**config.mk**
```make
export PLATFORM = sky130hd
export DESIGN_NAME = conv_window_fetch
export DESIGN_NICKNAME = d
export VERILOG_FILES = /design/src/rtl/conv_win_pkg.sv /design/src/rtl/conv_tap_addr_gen.sv /design/src/rtl/conv_window_fetch.sv
export SDC_FILE = /design/constraint.sdc
export NUM_CORES = 1
export LEC_CHECK = 0
export BUFFER_PORTS_ARGS = -buffer_cell sky130_fd_sc_hd__buf_4
export CAP_MARGIN = 25
export CORE_ASPECT_RATIO = 1.2
export CORE_UTILIZATION = 35
export DETAILED_ROUTE_END_ITERATION = 10
export PLACE_DENSITY_LB_ADDON = 0.3
export SLEW_MARGIN = 25
export SYNTH_ARGS = -nofsm -noshare
export SYNTH_HDL_FRONTEND = slang
export SYNTH_SLANG_ARGS = --single-unit
```
**constraint.sdc**
```tcl
create_clock -name clk -period 6.6 [get_ports clk]
set_input_delay 1.32 -clock clk [delete_from_list [all_inputs] [get_ports clk]]
set_output_delay 1.32 -clock clk [all_outputs]
set_load 0.005 [all_outputs]
```
**src/rtl/conv_win_pkg.sv**
```systemverilog
// Shared types and helpers for the KxK window fetcher.
// Zero padding is compiled in when CONV_PAD_EN is defined.
package conv_win_pkg;

    typedef enum logic [2:0] {
        ST_IDLE,
        ST_FETCH,
        ST_DRAIN,
        ST_HOLD,
        ST_DONE
    } state_t;

    // Up to 7x7 = 49 taps.
    localparam int TAP_W   = 6;
    localparam int KIDX_W  = 3;
    localparam int COORD_W = 16;

    typedef logic [TAP_W-1:0]         tap_idx_t;
    typedef logic [KIDX_W-1:0]        kidx_t;
    // Input-space coordinates; negative only for padded border windows.
    typedef logic signed [COORD_W:0]  scoord_t;

`ifdef CONV_PAD_EN
    localparam bit PAD_EN = 1'b1;
`else
    localparam bit PAD_EN = 1'b0;
`endif

    function automatic int pad_amt(input int k);
        return PAD_EN ? k / 2 : 0;
    endfunction

    // Windows along one dimension.
    function automatic int grid_size(input int img, input int k, input int stride, input bit pad);
        if (pad)
            return (img + stride - 1) / stride;
        return (img - k) / stride + 1;
    endfunction

endpackage

```
**src/rtl/conv_tap_addr_gen.sv**
```systemverilog
// Tap address generator: row-base accumulator plus column offset, with
// bounds test for padded builds (CONV_PAD_EN); no multiplier on the tap path.
module conv_tap_addr_gen
    import conv_win_pkg::*;
#(
    parameter int IMG_W  = 640,
    parameter int IMG_H  = 640,
    parameter int K      = 3,
    parameter int STRIDE = 1,
    parameter int ADDR_W = 19
) (
    input  logic              clk,
    input  logic              reset,
    input  logic              i_scan_start,
    input  logic              i_tap_adv,
    input  logic              i_win_adv,
    input  logic              i_row_adv,
    input  scoord_t           i_org_row,
    input  scoord_t           i_org_col,
    input  kidx_t             i_tap_i,
    input  kidx_t             i_tap_j,
    output logic [ADDR_W-1:0] o_mem_addr,
    output logic              o_in_bounds
);

    localparam logic [ADDR_W-1:0] ROW_STEP = ADDR_W'(IMG_W);
    localparam logic [ADDR_W-1:0] WIN_STEP = ADDR_W'(STRIDE * IMG_W);
    // Modulo-2^ADDR_W start base; negative for a padded top border.
    localparam logic [ADDR_W-1:0] BASE0    = ADDR_W'(0) - ADDR_W'(pad_amt(K) * IMG_W);

    logic [ADDR_W-1:0] r_org_base;
    logic [ADDR_W-1:0] r_row_base;
    scoord_t           w_col;

    always_ff @(posedge clk or posedge reset) begin
        if (reset) begin
            r_org_base <= '0;
            r_row_base <= '0;
        end else if (i_scan_start) begin
            r_org_base <= BASE0;
            r_row_base <= BASE0;
        end else if (i_win_adv) begin
            if (i_row_adv) begin
                r_org_base <= r_org_base + WIN_STEP;
                r_row_base <= r_org_base + WIN_STEP;
            end else begin
                r_row_base <= r_org_base;
            end
        end else if (i_tap_adv && i_tap_j == kidx_t'(K - 1)) begin
            r_row_base <= r_row_base + ROW_STEP;
        end
    end

    assign w_col = i_org_col + scoord_t'(i_tap_j);

`ifdef CONV_PAD_EN
    scoord_t w_row;
    assign w_row       = i_org_row + scoord_t'(i_tap_i);
    assign o_in_bounds = (w_row >= 0) && (w_row < scoord_t'(IMG_H)) &&
                         (w_col >= 0) && (w_col < scoord_t'(IMG_W));
`else
    logic w_unused;
    assign w_unused    = ^{i_org_row, i_tap_i, 16'(IMG_H)};
    assign o_in_bounds = 1'b1;
`endif

    assign o_mem_addr = o_in_bounds ? r_row_base + ADDR_W'(w_col) : '0;

endmodule

```
**src/rtl/conv_window_fetch.sv**
```systemverilog
// KxK window fetcher: reads K*K taps per window from a synchronous-read pixel
// memory and presents the packed window over valid/ready. CONV_PAD_EN adds zero padding.
module conv_window_fetch
    import conv_win_pkg::*;
#(
    parameter int IMG_W  = 640,
    parameter int IMG_H  = 640,
    parameter int PIX_W  = 8,
    parameter int K      = 3,
    parameter int STRIDE = 1,
    parameter int ADDR_W = 19
) (
    input  logic                 clk,
    input  logic                 reset,
    input  logic                 start,
    output logic                 busy,
    output logic                 done,
    output logic                 mem_re,
    output logic [ADDR_W-1:0]    mem_addr,
    input  logic [PIX_W-1:0]     mem_rdata,
    output logic                 win_valid,
    input  logic                 win_ready,
    output logic [K*K*PIX_W-1:0] win_data,
    output logic [15:0]          win_row,
    output logic [15:0]          win_col
);

    localparam int       KK       = K * K;
    localparam int       ROWS     = grid_size(IMG_H, K, STRIDE, PAD_EN);
    localparam int       COLS     = grid_size(IMG_W, K, STRIDE, PAD_EN);
    localparam tap_idx_t TAP_LAST = tap_idx_t'(KK - 1);
    localparam kidx_t    J_LAST   = kidx_t'(K - 1);
    localparam scoord_t  ORG0     = scoord_t'(-pad_amt(K));
    localparam scoord_t  ORG_STEP = scoord_t'(STRIDE);

    state_t   r_state;
    tap_idx_t r_tap;
    kidx_t    r_tap_i;
    kidx_t    r_tap_j;
    logic [15:0] r_win_row;
    logic [15:0] r_win_col;
    scoord_t  r_org_row;
    scoord_t  r_org_col;
    logic     r_cap_pend;
    tap_idx_t r_cap_slot;
    logic     r_cap_zero;

    logic w_in_bounds;
    logic w_last_col;
    logic w_last_win;
    logic w_scan_start;
    logic w_tap_adv;
    logic w_win_adv;

    assign w_last_col   = (r_win_col == 16'(COLS - 1));
    assign w_last_win   = w_last_col && (r_win_row == 16'(ROWS - 1));
    assign w_scan_start = (r_state == ST_IDLE) && start;
    assign w_tap_adv    = (r_state == ST_FETCH) && (r_tap != TAP_LAST);
    assign w_win_adv    = (r_state == ST_HOLD) && win_ready && !w_last_win;

    conv_tap_addr_gen #(
        .IMG_W (IMG_W),
        .IMG_H (IMG_H),
        .K     (K),
        .STRIDE(STRIDE),
        .ADDR_W(ADDR_W)
    ) u_addr_gen (
        .clk         (clk),
        .reset       (reset),
        .i_scan_start(w_scan_start),
        .i_tap_adv   (w_tap_adv),
        .i_win_adv   (w_win_adv),
        .i_row_adv   (w_last_col),
        .i_org_row   (r_org_row),
        .i_org_col   (r_org_col),
        .i_tap_i     (r_tap_i),
        .i_tap_j     (r_tap_j),
        .o_mem_addr  (mem_addr),
        .o_in_bounds (w_in_bounds)
    );

    always_ff @(posedge clk or posedge reset) begin
        if (reset) begin
            r_state    <= ST_IDLE;
            r_tap      <= '0;
            r_tap_i    <= '0;
            r_tap_j    <= '0;
            r_win_row  <= '0;
            r_win_col  <= '0;
            r_org_row  <= '0;
            r_org_col  <= '0;
            r_cap_pend <= 1'b0;
            r_cap_slot <= '0;
            r_cap_zero <= 1'b0;
        end else begin
            r_cap_pend <= 1'b0;
            case (r_state)
                ST_IDLE: begin
                    if (start) begin
                        r_state   <= ST_FETCH;
                        r_tap     <= '0;
                        r_tap_i   <= '0;
                        r_tap_j   <= '0;
                        r_win_row <= '0;
                        r_win_col <= '0;
                        r_org_row <= ORG0;
                        r_org_col <= ORG0;
                    end
                end
                ST_FETCH: begin
                    // Read data returns next cycle; remember where it lands.
                    r_cap_pend <= 1'b1;
                    r_cap_slot <= r_tap;
                    r_cap_zero <= ~w_in_bounds;
                    if (r_tap == TAP_LAST) begin
                        r_state <= ST_DRAIN;
                    end else begin
                        r_tap <= r_tap + tap_idx_t'(1);
                        if (r_tap_j == J_LAST) begin
                            r_tap_j <= '0;
                            r_tap_i <= r_tap_i + kidx_t'(1);
                        end else begin
                            r_tap_j <= r_tap_j + kidx_t'(1);
                        end
                    end
                end
                ST_DRAIN: r_state <= ST_HOLD;
                ST_HOLD: begin
                    if (win_ready) begin
                        if (w_last_win) begin
                            r_state <= ST_DONE;
                        end else begin
                            r_state <= ST_FETCH;
                            r_tap   <= '0;
                            r_tap_i <= '0;
                            r_tap_j <= '0;
                            if (w_last_col) begin
                                r_win_col <= '0;
                                r_org_col <= ORG0;
                                r_win_row <= r_win_row + 16'd1;
                                r_org_row <= r_org_row + ORG_STEP;
                            end else begin
                                r_win_col <= r_win_col + 16'd1;
                                r_org_col <= r_org_col + ORG_STEP;
                            end
                        end
                    end
                end
                ST_DONE: r_state <= ST_IDLE;
                default: r_state <= ST_IDLE;
            endcase
        end
    end

    for (genvar gi = 0; gi < KK; gi++) begin : g_slot
        logic [PIX_W-1:0] r_slot;
        always_ff @(posedge clk or posedge reset) begin
            if (reset)
                r_slot <= '0;
            else if (r_cap_pend && r_cap_slot == tap_idx_t'(gi))
                r_slot <= r_cap_zero ? '0 : mem_rdata;
        end
        assign win_data[gi*PIX_W +: PIX_W] = r_slot;
    end

    assign busy      = (r_state == ST_FETCH) || (r_state == ST_DRAIN) || (r_state == ST_HOLD);
    assign done      = (r_state == ST_DONE);
    assign win_valid = (r_state == ST_HOLD);
    assign mem_re    = (r_state == ST_FETCH) && w_in_bounds;
    assign win_row   = r_win_row;
    assign win_col   = r_win_col;

endmodule

```
==> After elaboration in Yosys (flattened, before gate mapping) <==
Index checks and enable logic that the tools add are counted.
{ "word_totals": {"ff_bits": 178, "inputBits": 12, "out_inout_bits": 127, "elab_cells": 116} }
{ "op_classes": {"addsub": 9, "eq_ne": 23, "mux": 37, "n_reduce_logical": 28} }
{ "op_table": {"columns": ["op", "count"], "rows": [
  ["$mux 19", 6],
  ["$mux 16", 7],
  ["$mux 17", 4],
  ["$pmux 16 s2", 2],
  ["$add 19x10->19 const B", 2],
  ["$pmux 17 s2", 1],
  ["$add 16x1->16 const B", 2],
  ["$eq 16x10->1 const B", 2],
  ["$mux 3", 9],
  ["$eq 6x3->1 const B", 4],
  ["$mux 6", 4],
  ["$add 19x19->19", 1],
  ["$pmux 6 s3", 1],
  ["$add 17x2->17 const B", 1],
  ["$add 17x4->17", 1],
  ["$logic_and 1x1->1", 15],
  ["$eq 6x2->1 const B", 2],
  ["$eq 6x4->1 const B", 2],
  ["$pmux 3 s4", 1],
  ["$reduce_and 5->1", 2],
  ["$eq 3x2->1 const B", 3],
  ["$pmux 3 s3", 1],
  ["$add 6x1->6 const B", 1],
  ["$eq 6x1->1 const B", 1],
  ["other kinds (15)", 22]
]} }

==> Depth between registers and ports, before layout <==
Gate-level depths: netlist of run 1.
{ "depth": {"word_depth": 6, "depth_mapped": 15, "mapped_depth_nobuf": 14} }

==> Cells and area by module <==
Synthesis of run 1 repeated with hierarchy kept, for this count alone.
{ "unflattened": {"cells_unflattened": 1093, "area_unflattened_um2": 10462.5} }
{ "by_module_without_submodules": {"columns": ["mod", "n_inst", "cells_per_inst", "area_each_um2", "seq_area_each_um2"], "rows": [
  ["conv_window_fetch", 1, 763, 7724.9, 4028.9],
  ["conv_tap_addr_gen", 1, 330, 2737.6, 625.6]
]} }

==> Least setup slack after synthesis of run 1 <==
OpenSTA, ideal clock, no wires.
{ "synth_path": {"path_type": "register to output", "start": "register r_tap_j[0]", "end": "output port mem_addr[17]", "arrival_ps": 3239, "t_required_ps": 5280, "setup_slack_ps": 2041, "stages_incl_launch_ff": 16, "path_buffers": 1, "cell_sequence": "dfrtp_1 > ha_1 > fa_1 > a21oi_1 > nor3b_1 > nand3_1 > nor3_1 > xor2_1 > ha_1 > clkbuf_1 > and2_0 > a221o_1 > a21o_1 > a21oi_1 > o22ai_1 > a221o_1"} }
{ "synth_between": {"elab_chain_len": 2} }
{ "synth_rtl": {"columns": ["element", "line_no", "rtl"], "rows": [
  ["start: declaration", "conv_window_fetch.sv:39", "kidx_t r_tap_j;"],
  ["start signal: assignment", "conv_window_fetch.sv:123", "r_tap_j <= r_tap_j + kidx_t'(1);"],
  ["$add 17x4->17", "conv_tap_addr_gen.sv:54", "assign w_col = i_org_col + scoord_t'(i_tap_j);"],
  ["$add 19x19->19", "conv_tap_addr_gen.sv:67", "assign o_mem_addr = o_in_bounds ? r_row_base + ADDR_W'(w_col) : '0;"],
  ["end: declaration", "conv_window_fetch.sv:19", "output logic [ADDR_W-1:0] mem_addr,"]
]} }
Every way passes these cells.

==> Worst setup path after layout of run 1 <==
Same ends and word-level chain as after synthesis.

==> metrics.txt, run 1 <==
# TYPE chip_impl_metric gauge
chip_impl_metric{name="leakagePower",unit="nW"} 5.04
chip_impl_metric{name="drt_iter0_markers",unit=""} 334
chip_impl_metric{name="clock_path_buffers",unit=""} 2
chip_impl_metric{name="gr-usage-all-layers",unit="%"} 17.6
chip_impl_info{name="hold_path.startpoint",value="g_slot[0].r_slot[7]"} 1
chip_impl_info{name="timing.setup.critical_path_class",value="register to output port"} 1
chip_impl_metric{name="flow.area_growth_from_synthesis",unit="%"} 20.1
chip_impl_metric{name="cts.htree.levels",unit=""} 4
chip_impl_metric{name="synthesis.nets",unit=""} 938
chip_impl_metric{name="ff_latch_area",unit="um^2"} 4130
chip_impl_metric{name="dr_total_vias",unit=""} 7301
chip_impl_metric{name="placeableCoreArea",unit="um^2"} 26300
chip_impl_info{name="rsz0062_at_grt",value="no"} 1
chip_impl_metric{name="cts_buffers",unit=""} 17
chip_impl_metric{name="floorplan.rows",unit=""} 65
chip_impl_metric{name="hold-path-cell-count",unit=""} 1
chip_impl_metric{name="synth-simple-area-share",unit="%"} 19.8
chip_impl_metric{name="timing.fmax",unit="MHz"} 187
chip_impl_info{name="clockRootBuffer",value="sky130_fd_sc_hd__clkbuf_16"} 1
chip_impl_metric{name="flip_flop_and_latch_count_after_synthesis",unit=""} 165
chip_impl_metric{name="max-vdd-ir-drop",unit="mV"} 0.212
chip_impl_metric{name="starting_density_of_the_core",unit="%"} 35.7
chip_impl_metric{name="final_net_count",unit=""} 1064
chip_impl_metric{name="hpwlAfterDp",unit="um"} 16600
chip_impl_info{name="final_common_cell",value="sky130_fd_sc_hd__dfrtp_1"} 1
chip_impl_info{name="tritoncts",value="yes"} 1
chip_impl_metric{name="synthesis.area",unit="um^2"} 9370
chip_impl_metric{name="synth_edf_count",unit=""} 0
chip_impl_metric{name="async_reset_ff_share",unit="%"} 100
chip_impl_metric{name="grt_overflow",unit=""} 0
chip_impl_info{name="ys_dominant_reg_cell",value="sky130_fd_sc_hd__dfrtp_1"} 1
chip_impl_metric{name="postRouteWirelength",unit="um"} 23100
chip_impl_info{name="synthDominantAreaCellType",value="sky130_fd_sc_hd__dfrtp_1"} 1
chip_impl_metric{name="top_level_ports",unit=""} 139
chip_impl_metric{name="viasPerCell",unit=""} 5.34
chip_impl_info{name="min-delay-path-class",value="register to register"} 1
chip_impl_metric{name="yosysWarningCount",unit=""} 0
chip_impl_metric{name="ant_nets",unit=""} 0
chip_impl_metric{name="grt_max_degree",unit=""} 99
chip_impl_info{name="critPathCaptureType",value="output port"} 1
chip_impl_metric{name="grt_antenna_before_repair",unit=""} 0
chip_impl_metric{name="path_clk_slew",unit="ns"} 0.07
chip_impl_metric{name="synth-xor-area-share",unit="%"} 7.81
chip_impl_metric{name="dpl.cell_count",unit=""} 1333
chip_impl_metric{name="synth_compound_gate_area_share",unit="%"} 11.3
chip_impl_metric{name="clock_sink_count",unit=""} 165
chip_impl_metric{name="gp_routability_congestion",unit=""} 0.776
chip_impl_metric{name="drt_first_pass_iters",unit=""} 4
chip_impl_metric{name="die_area",unit="um^2"} 27400
chip_impl_metric{name="postCtsSetupRepairBufs",unit=""} 0
chip_impl_metric{name="power_per_cell_area",unit="nW/um^2"} 402
chip_impl_metric{name="cp_max_fo",unit=""} 8
chip_impl_metric{name="placement.io_buffers",unit=""} 138
chip_impl_info{name="hold_end",value="g_slot[0].r_slot[7]"} 1
chip_impl_metric{name="grt_pass1_wl",unit="um"} 38000
chip_impl_metric{name="remaining_drc_errors",unit=""} 0
chip_impl_metric{name="timing.critical_path.arrival",unit="ns"} 4.03
chip_impl_info{name="r2r-end",value="u_addr_gen.r_row_base[9]"} 1
chip_impl_metric{name="timing.final.setup_violations",unit=""} 0
chip_impl_metric{name="register_to_register_setup_slack",unit="ns"} 3.30
chip_impl_info{name="worst_r2r_src",value="win_col[0]"} 1
chip_impl_metric{name="netlist_instances",unit=""} 893
chip_impl_metric{name="timing.final.crit_share",unit="%"} 81.1
chip_impl_metric{name="max_cap_viol_count",unit=""} 0
chip_impl_info{name="start_kind",value="register"} 1
chip_impl_info{name="synth_area_leaders",value="sky130_fd_sc_hd__dfrtp_1, sky130_fd_sc_hd__mux2_2, sky130_fd_sc_hd__ha_1, sky130_fd_sc_hd__xnor2_1, sky130_fd_sc_hd__xor2_1"} 1
chip_impl_metric{name="worst_slew_margin_rel",unit="%"} 40.3
chip_impl_info{name="largest_family_of_logic_cells_by_synthesized_area",value="simple AND/OR/NAND/NOR gates"} 1
chip_impl_metric{name="multiInputGateArea",unit="um^2"} 4970
chip_impl_metric{name="clk-insertion-delay-late",unit="ns"} 0.42
chip_impl_metric{name="die_w",unit="um"} 151
chip_impl_metric{name="routedWlPerCell",unit="um"} 16.9
chip_impl_info{name="run_status",value="completed"} 1
chip_impl_metric{name="layout-drive-gt1-share",unit="%"} 28.6
chip_impl_metric{name="n_fill_cell",unit=""} 2562
chip_impl_metric{name="finalClockSkew",unit="ns"} 0.00994
chip_impl_metric{name="layoutNonFillerInstCount",unit=""} 1367
chip_impl_metric{name="grt_pass1_vias",unit=""} 7144
chip_impl_metric{name="synth_fa_ha_area_share",unit="%"} 4.57
chip_impl_metric{name="worst_pin_slew",unit="ns"} 0.893
chip_impl_metric{name="antennaDiodeCount",unit=""} 0
chip_impl_metric{name="synth_largest_type_area_fraction",unit="%"} 44.1
chip_impl_metric{name="period_needed",unit="ns"} 5.35
chip_impl_metric{name="ys_seq_area_share",unit="%"} 44.1
chip_impl_metric{name="portion_of_netlist_area_occupied_by_mux_cells",unit="%"} 9.59
chip_impl_metric{name="slew_viol_final",unit=""} 0
chip_impl_metric{name="worstPathRequired",unit="ns"} 5.28
chip_impl_metric{name="syn-mean-instance-area",unit="um^2"} 10.5
chip_impl_info{name="layout.cells.most_common_list",value="sky130_fd_sc_hd__dfrtp_1, sky130_fd_sc_hd__buf_4, sky130_fd_sc_hd__nor2_1, sky130_fd_sc_hd__mux2_2, sky130_fd_sc_hd__nand2_1"} 1
chip_impl_metric{name="report.final.hold_viol_count",unit=""} 0
chip_impl_metric{name="post_cts_hold_buffer_count",unit=""} 0
chip_impl_metric{name="ctsResizeCount",unit=""} 0
chip_impl_metric{name="fin_tns_setup",unit="ns"} 0
chip_impl_metric{name="timing.reg2reg.worst_path_depth",unit=""} 7
chip_impl_metric{name="die_h",unit="um"} 181
chip_impl_metric{name="synth.distinct_cells",unit=""} 80
==> cell usage after synthesis, types with 3 or more instances <==
| library cell | count |
|---|---|
| sky130_fd_sc_hd__nor4_4 | 3 |
| sky130_fd_sc_hd__a21oi_1 | 41 |
| sky130_fd_sc_hd__nand2_1 | 62 |
| sky130_fd_sc_hd__a211oi_1 | 14 |
| sky130_fd_sc_hd__mux2_2 | 78 |
| sky130_fd_sc_hd__nand4_1 | 16 |
| sky130_fd_sc_hd__nand2b_1 | 8 |
| sky130_fd_sc_hd__nor4_1 | 7 |
| sky130_fd_sc_hd__nor2_1 | 86 |
| sky130_fd_sc_hd__nor4b_1 | 4 |
| sky130_fd_sc_hd__o21a_1 | 6 |
| sky130_fd_sc_hd__ha_1 | 31 |
| sky130_fd_sc_hd__a21oi_2 | 3 |
| sky130_fd_sc_hd__nor3b_2 | 3 |
| sky130_fd_sc_hd__and3_1 | 12 |
| sky130_fd_sc_hd__a31oi_1 | 5 |
| sky130_fd_sc_hd__a221o_1 | 3 |
| sky130_fd_sc_hd__clkbuf_1 | 15 |
| sky130_fd_sc_hd__nor3_1 | 24 |
| sky130_fd_sc_hd__xnor2_1 | 41 |
| sky130_fd_sc_hd__or3_1 | 15 |
| sky130_fd_sc_hd__nor4b_4 | 4 |
| sky130_fd_sc_hd__a21o_1 | 9 |
| sky130_fd_sc_hd__and4_1 | 4 |
| sky130_fd_sc_hd__buf_2 | 14 |
| sky130_fd_sc_hd__o21ai_0 | 37 |
| sky130_fd_sc_hd__nand3_1 | 33 |
| sky130_fd_sc_hd__nor4b_2 | 3 |
| sky130_fd_sc_hd__nor3b_1 | 5 |
| sky130_fd_sc_hd__o21ai_1 | 3 |
| sky130_fd_sc_hd__buf_6 | 6 |
| sky130_fd_sc_hd__xor2_1 | 40 |
| sky130_fd_sc_hd__o211ai_1 | 8 |
| sky130_fd_sc_hd__dfrtp_1 | 165 |
| sky130_fd_sc_hd__and2_1 | 4 |
| sky130_fd_sc_hd__o2111ai_1 | 4 |
| sky130_fd_sc_hd__inv_1 | 15 |
| sky130_fd_sc_hd__o22ai_1 | 5 |
| sky130_fd_sc_hd__nor3_2 | 4 |
==> cell families (layout without fill, tap and decap cells) <==
kind of cell,after synthesis,in the layout
fa+ha+maj,33,33
mux,80,80
flops,165,165
xor+xnor,82,82
buf+inv,53,192
compound gates,160,160
simple gates,320,320
==> area by class of cell <==
class | instances | share of cell area [%]
repair buffers | 145 | 9.86
flip-flops and latches | 165 | 36.7
well taps | 335 | 3.73
inverters | 15 | 0.545
multi-input cells | 675 | 44.2
clock inverters | 14 | 1.06
clock buffers | 18 | 3.90
==> report_power, final <==
group | leakage (nW) | switching [mW] | total (mW) | internal (mW)
logic | 2.68 | 0.854 | 1.85 | 0.995
registers | 2.10 | 0.349 | 1.73 | 1.38
clock network | 0.264 | 0.445 | 0.948 | 0.503
==> per-layer routing <==
metal	global-route usage, %	part of all wire, %
met2	29.4	49
met5	0	0
met3	3.13	4.9
met1	22.2	44
met4	6.76	2.1
==> worst max-delay path by stage <==
| stage | startpoint | to | slack [ns] | cells after the start |
|---|---|---|---|---|
| after detailed placement | r_org_col[0] | mem_addr[17] | 1.69 | 15 |
| after CTS | r_org_col[0] | mem_addr[17] | 1.21 | 15 |
| after global placement | r_tap_j[0] | mem_addr[17] | 1.74 | 15 |
| final | r_tap_j[0] | mem_addr[17] | 1.25 | 15 |
| after global routing | r_tap_j[0] | mem_addr[17] | 0.86 | 15 |
| after floorplan | reset | g_slot[0].r_slot[0] | 0.82 | 1 |
==> flip-flops by register name (all words and copies together) (netlist names) <==
signal	flops
u_addr_gen.r_row_base	13
r_cap_pend	1
g_slot.r_slot	72
r_state	3
win_row	16
r_tap	6
r_org_col	17
win_col	16
r_tap_j	3
r_cap_slot	6
u_addr_gen.r_org_base	12
==> through the flow <==
step	area (um^2)	util (%)	hold WS (ns)	power (mW)	setup WS [ns]
detailed placement	10700	40.6	0.494	3.62	1.69
global route	11200	42.8	0.521	4.87	0.859
global placement	10700	40.6	0.488	3.58	1.74
CTS	11200	42.7	0.510	4.58	1.21
finish	11200	42.8	0.506	4.52	1.25
floorplan	9370	-	0.491	2.77	0.818
==> worst max-delay path: stages, from the launching register on <==
cell and delay, ns:
sky130_fd_sc_hd__dfrtp_1 0.44, sky130_fd_sc_hd__ha_1 0.21, sky130_fd_sc_hd__fa_1 0.21, sky130_fd_sc_hd__a21oi_1 0.09, sky130_fd_sc_hd__nor3b_1 0.33, sky130_fd_sc_hd__nand3_1 0.25, sky130_fd_sc_hd__nor3_1 0.23, sky130_fd_sc_hd__xor2_1 0.17
sky130_fd_sc_hd__ha_1 0.33, sky130_fd_sc_hd__and2_0 0.17, sky130_fd_sc_hd__a221o_1 0.35, sky130_fd_sc_hd__a21o_1 0.18, sky130_fd_sc_hd__a21oi_1 0.13, sky130_fd_sc_hd__o22ai_1 0.09, sky130_fd_sc_hd__a221o_1 0.28, sky130_fd_sc_hd__buf_4 0.14
(Power assumes the default switching activity.)
==> inputs of run 2 (changes only) <==
Clock period 6.6 ns to 4.87 ns, I/O delays scaled along.
==> run 2 against run 1 <==
First-iteration DRC count grew 2.4%. Combinational power rose by 39%. Routed wire length grew 0.24%. Via count increased by 0.82%. Largest power group unchanged. Power rose by 39%.
==> metrics.txt, run 2 (synthesized netlist as in run 1, its figures left out) <==
# TYPE chip_impl_metric gauge
chip_impl_info{name="run_status",value="completed"} 1
chip_impl_info{name="layout.cells.most_common_list",value="sky130_fd_sc_hd__dfrtp_1, sky130_fd_sc_hd__buf_4, sky130_fd_sc_hd__nor2_1, sky130_fd_sc_hd__mux2_2, sky130_fd_sc_hd__nand2_1"} 1
chip_impl_metric{name="ff_latch_area",unit="um^2"} 4140
chip_impl_metric{name="timing.final.crit_share",unit="%"} 95.9
chip_impl_metric{name="max_cap_viol_count",unit=""} 0
chip_impl_metric{name="period_needed",unit="ns"} 4.67
chip_impl_metric{name="largest_register_ffs",unit=""} 72
chip_impl_metric{name="gp_routability_congestion",unit=""} 0.787
chip_impl_info{name="critPathCaptureType",value="output port"} 1
chip_impl_metric{name="die_area",unit="um^2"} 27400
chip_impl_info{name="worstPathCellList",value="ha_4 -> fa_2 -> a21oi_4 -> nor3b_4 -> nand3_2 -> nor2_1 -> xor2_1 -> ha_1 -> a21o_1 -> a221o_1 -> a21o_1 -> a21oi_2 -> o22ai_1 -> a221o_1 -> buf_4"} 1
chip_impl_metric{name="cp_max_fo",unit=""} 5
chip_impl_metric{name="dr_total_vias",unit=""} 7361
chip_impl_info{name="timing.setup.critical_path_class",value="register to output port"} 1
chip_impl_metric{name="routedWlPerCell",unit="um"} 16.8
chip_impl_metric{name="hpwlAfterDp",unit="um"} 16400
chip_impl_metric{name="postRouteWirelength",unit="um"} 23200
chip_impl_info{name="final_common_cell",value="sky130_fd_sc_hd__dfrtp_1"} 1
chip_impl_metric{name="finalClockSkew",unit="ns"} 0.0137
chip_impl_metric{name="antennaDiodeCount",unit=""} 0
chip_impl_metric{name="critical_path_cell_count",unit=""} 15
chip_impl_metric{name="worst_slew_margin_rel",unit="%"} 30.6
chip_impl_metric{name="power_per_cell_area",unit="nW/um^2"} 547
chip_impl_metric{name="finalCoreUtilization",unit="%"} 43.7
chip_impl_metric{name="grt_max_degree",unit=""} 166
chip_impl_metric{name="clock_sink_count",unit=""} 165
chip_impl_metric{name="ant_nets",unit=""} 0
chip_impl_metric{name="remaining_drc_errors",unit=""} 0
chip_impl_info{name="crit_path_top_delay_cell",value="sky130_fd_sc_hd__dfrtp_2"} 1
chip_impl_metric{name="post_cts_hold_buffer_count",unit=""} 0
chip_impl_metric{name="report.final.hold_viol_count",unit=""} 0
chip_impl_metric{name="top_level_ports",unit=""} 139
chip_impl_metric{name="cp.buffers_inverters",unit=""} 1
chip_impl_metric{name="preCtsSetupSlack",unit="ns"} 0.311
chip_impl_metric{name="clock_path_buffers",unit=""} 2
chip_impl_metric{name="leakagePower",unit="nW"} 5.13
chip_impl_metric{name="placeableCoreArea",unit="um^2"} 26300
chip_impl_metric{name="worst_pin_slew",unit="ns"} 1.04
chip_impl_metric{name="viasPerCell",unit=""} 5.33
chip_impl_metric{name="layout-drive-gt1-share",unit="%"} 31.5
chip_impl_metric{name="grt_pass1_vias",unit=""} 7174
chip_impl_metric{name="die_h",unit="um"} 181
chip_impl_metric{name="cp_slowest_stage_delay",unit="ns"} 0.43
chip_impl_metric{name="path_clk_slew",unit="ns"} 0.06
chip_impl_metric{name="n_fill_cell",unit=""} 2555
chip_impl_info{name="clockRootBuffer",value="sky130_fd_sc_hd__clkbuf_16"} 1
chip_impl_metric{name="flow.area_growth_from_synthesis",unit="%"} 22.7
chip_impl_metric{name="cts.htree.levels",unit=""} 4
chip_impl_info{name="reg.largest.list",value="g_slot.r_slot: 72 flops, r_org_col: 17 flops"} 1
chip_impl_metric{name="fin_total_pwr",unit="mW"} 6.29
chip_impl_metric{name="gr-usage-all-layers",unit="%"} 17.4
chip_impl_metric{name="floorplan.rows",unit=""} 65
chip_impl_metric{name="drt_iter0_markers",unit=""} 342
chip_impl_info{name="min-delay-path-class",value="register to register"} 1
chip_impl_metric{name="grt_overflow",unit=""} 0
chip_impl_metric{name="hold-path-cell-count",unit=""} 1
chip_impl_metric{name="timing.final.setup_violations",unit=""} 0
chip_impl_info{name="max_flop_register",value="g_slot.r_slot"} 1
chip_impl_info{name="start_kind",value="register"} 1
chip_impl_metric{name="drt_first_pass_iters",unit=""} 5
chip_impl_info{name="timing.critical_path.max_delay_family",value="compound AO/OA/AOI/OAI gates"} 1
chip_impl_metric{name="clk-insertion-delay-late",unit="ns"} 0.42
chip_impl_metric{name="grt_pass1_wl",unit="um"} 37700
chip_impl_metric{name="final_net_count",unit=""} 1078
chip_impl_metric{name="max-vdd-ir-drop",unit="mV"} 0.218
chip_impl_info{name="tritoncts",value="yes"} 1
chip_impl_metric{name="die_w",unit="um"} 151
chip_impl_metric{name="worstPathRequired",unit="ns"} 3.90
chip_impl_metric{name="slew_viol_final",unit=""} 0
chip_impl_metric{name="grt_antenna_before_repair",unit=""} 0
chip_impl_metric{name="timing.reg2reg.worst_path_depth",unit=""} 7
chip_impl_metric{name="timing.critical_path.arrival",unit="ns"} 3.70
chip_impl_metric{name="multiInputGateArea",unit="um^2"} 5080
chip_impl_metric{name="postLayoutSetupSlackWorst",unit="ns"} 0.197
chip_impl_metric{name="cts_buffers",unit=""} 17
chip_impl_metric{name="starting_density_of_the_core",unit="%"} 35.7
chip_impl_metric{name="placement.io_buffers",unit=""} 138
chip_impl_metric{name="timing.fmax",unit="MHz"} 214
## run 2: final timing paths
check | startpoint | end | slack, ns
worst max-delay path | r_tap_j[0] | mem_addr[17] | 0.20
worst min-delay path | g_slot[7].r_slot[4] | g_slot[7].r_slot[4] | 0.51
worst max register to register | win_col[8] | r_org_col[6] | 2.02
worst min register to register | g_slot[7].r_slot[4] | g_slot[7].r_slot[4] | 0.51
max in group asynchronous | reset | r_tap_j[2] | 3.34
min in group asynchronous | reset | g_slot[4].r_slot[4] | 0.77
## run 2: power by group
part / total (mW) / leakage (nW) / internal (mW) / switching, mW
registers: 2.35 / 2.10 / 1.87 / 0.483
clock network: 1.35 / 0.277 / 0.775 / 0.572
logic: 2.58 / 2.76 / 1.40 / 1.18
total: 6.29 / 5.13 / 4.05 / 2.24
## run 2: cell type report
class / count / share of cell area, %
inverter: 15 / 0.523
clock inverter: 13 / 1.29
sequential: 165 / 36.0
tap: 335 / 3.65
timing repair buffer: 159 / 10.5
multi-input combinational: 675 / 44.2
clock buffer: 19 / 3.86
## run 2: worst reg2reg max path, stage by stage (launching register included)
cell	delay [ns]
sky130_fd_sc_hd__dfrtp_1	0.46
sky130_fd_sc_hd__nor4b_4	0.38
sky130_fd_sc_hd__and4_1	0.56
sky130_fd_sc_hd__a21oi_2	0.10
sky130_fd_sc_hd__buf_4	0.23
sky130_fd_sc_hd__nor2_1	0.68
sky130_fd_sc_hd__o21ai_0	0.20
sky130_fd_sc_hd__a21oi_1	0.16
## run 2: what timing repair did
item | CTS | global route
setup endpoints to repair | 1 | 4
buffers inserted | 0 | 12
pin swaps | 0 | 8
hold endpoints to repair | 0 | 0
resized for setup | 5 | 21
## run 2: per-layer routing
layer | vias to the layer above | share of wire, % | GRT usage [%]
met4 | 0 | 1.2 | 5.56
met5 | - | 0 | 0
met3 | 15 | 4.7 | 3.13
met1 | 3660 | 44 | 22.3
met2 | 171 | 50 | 29.1
li1 | 3515 | - | -
## run 2: metrics by stage
stage	area, um^2	setup TNS (ns)	hold slack, ns	instances
after floorplan	9370	0	0.491	893
final	11500	0	0.507	1381
after global routing	11500	-0.0341	0.526	1381
after CTS	11300	0	0.511	1368
after global placement	10700	0	0.489	1336
after detailed placement	10700	0	0.497	1336
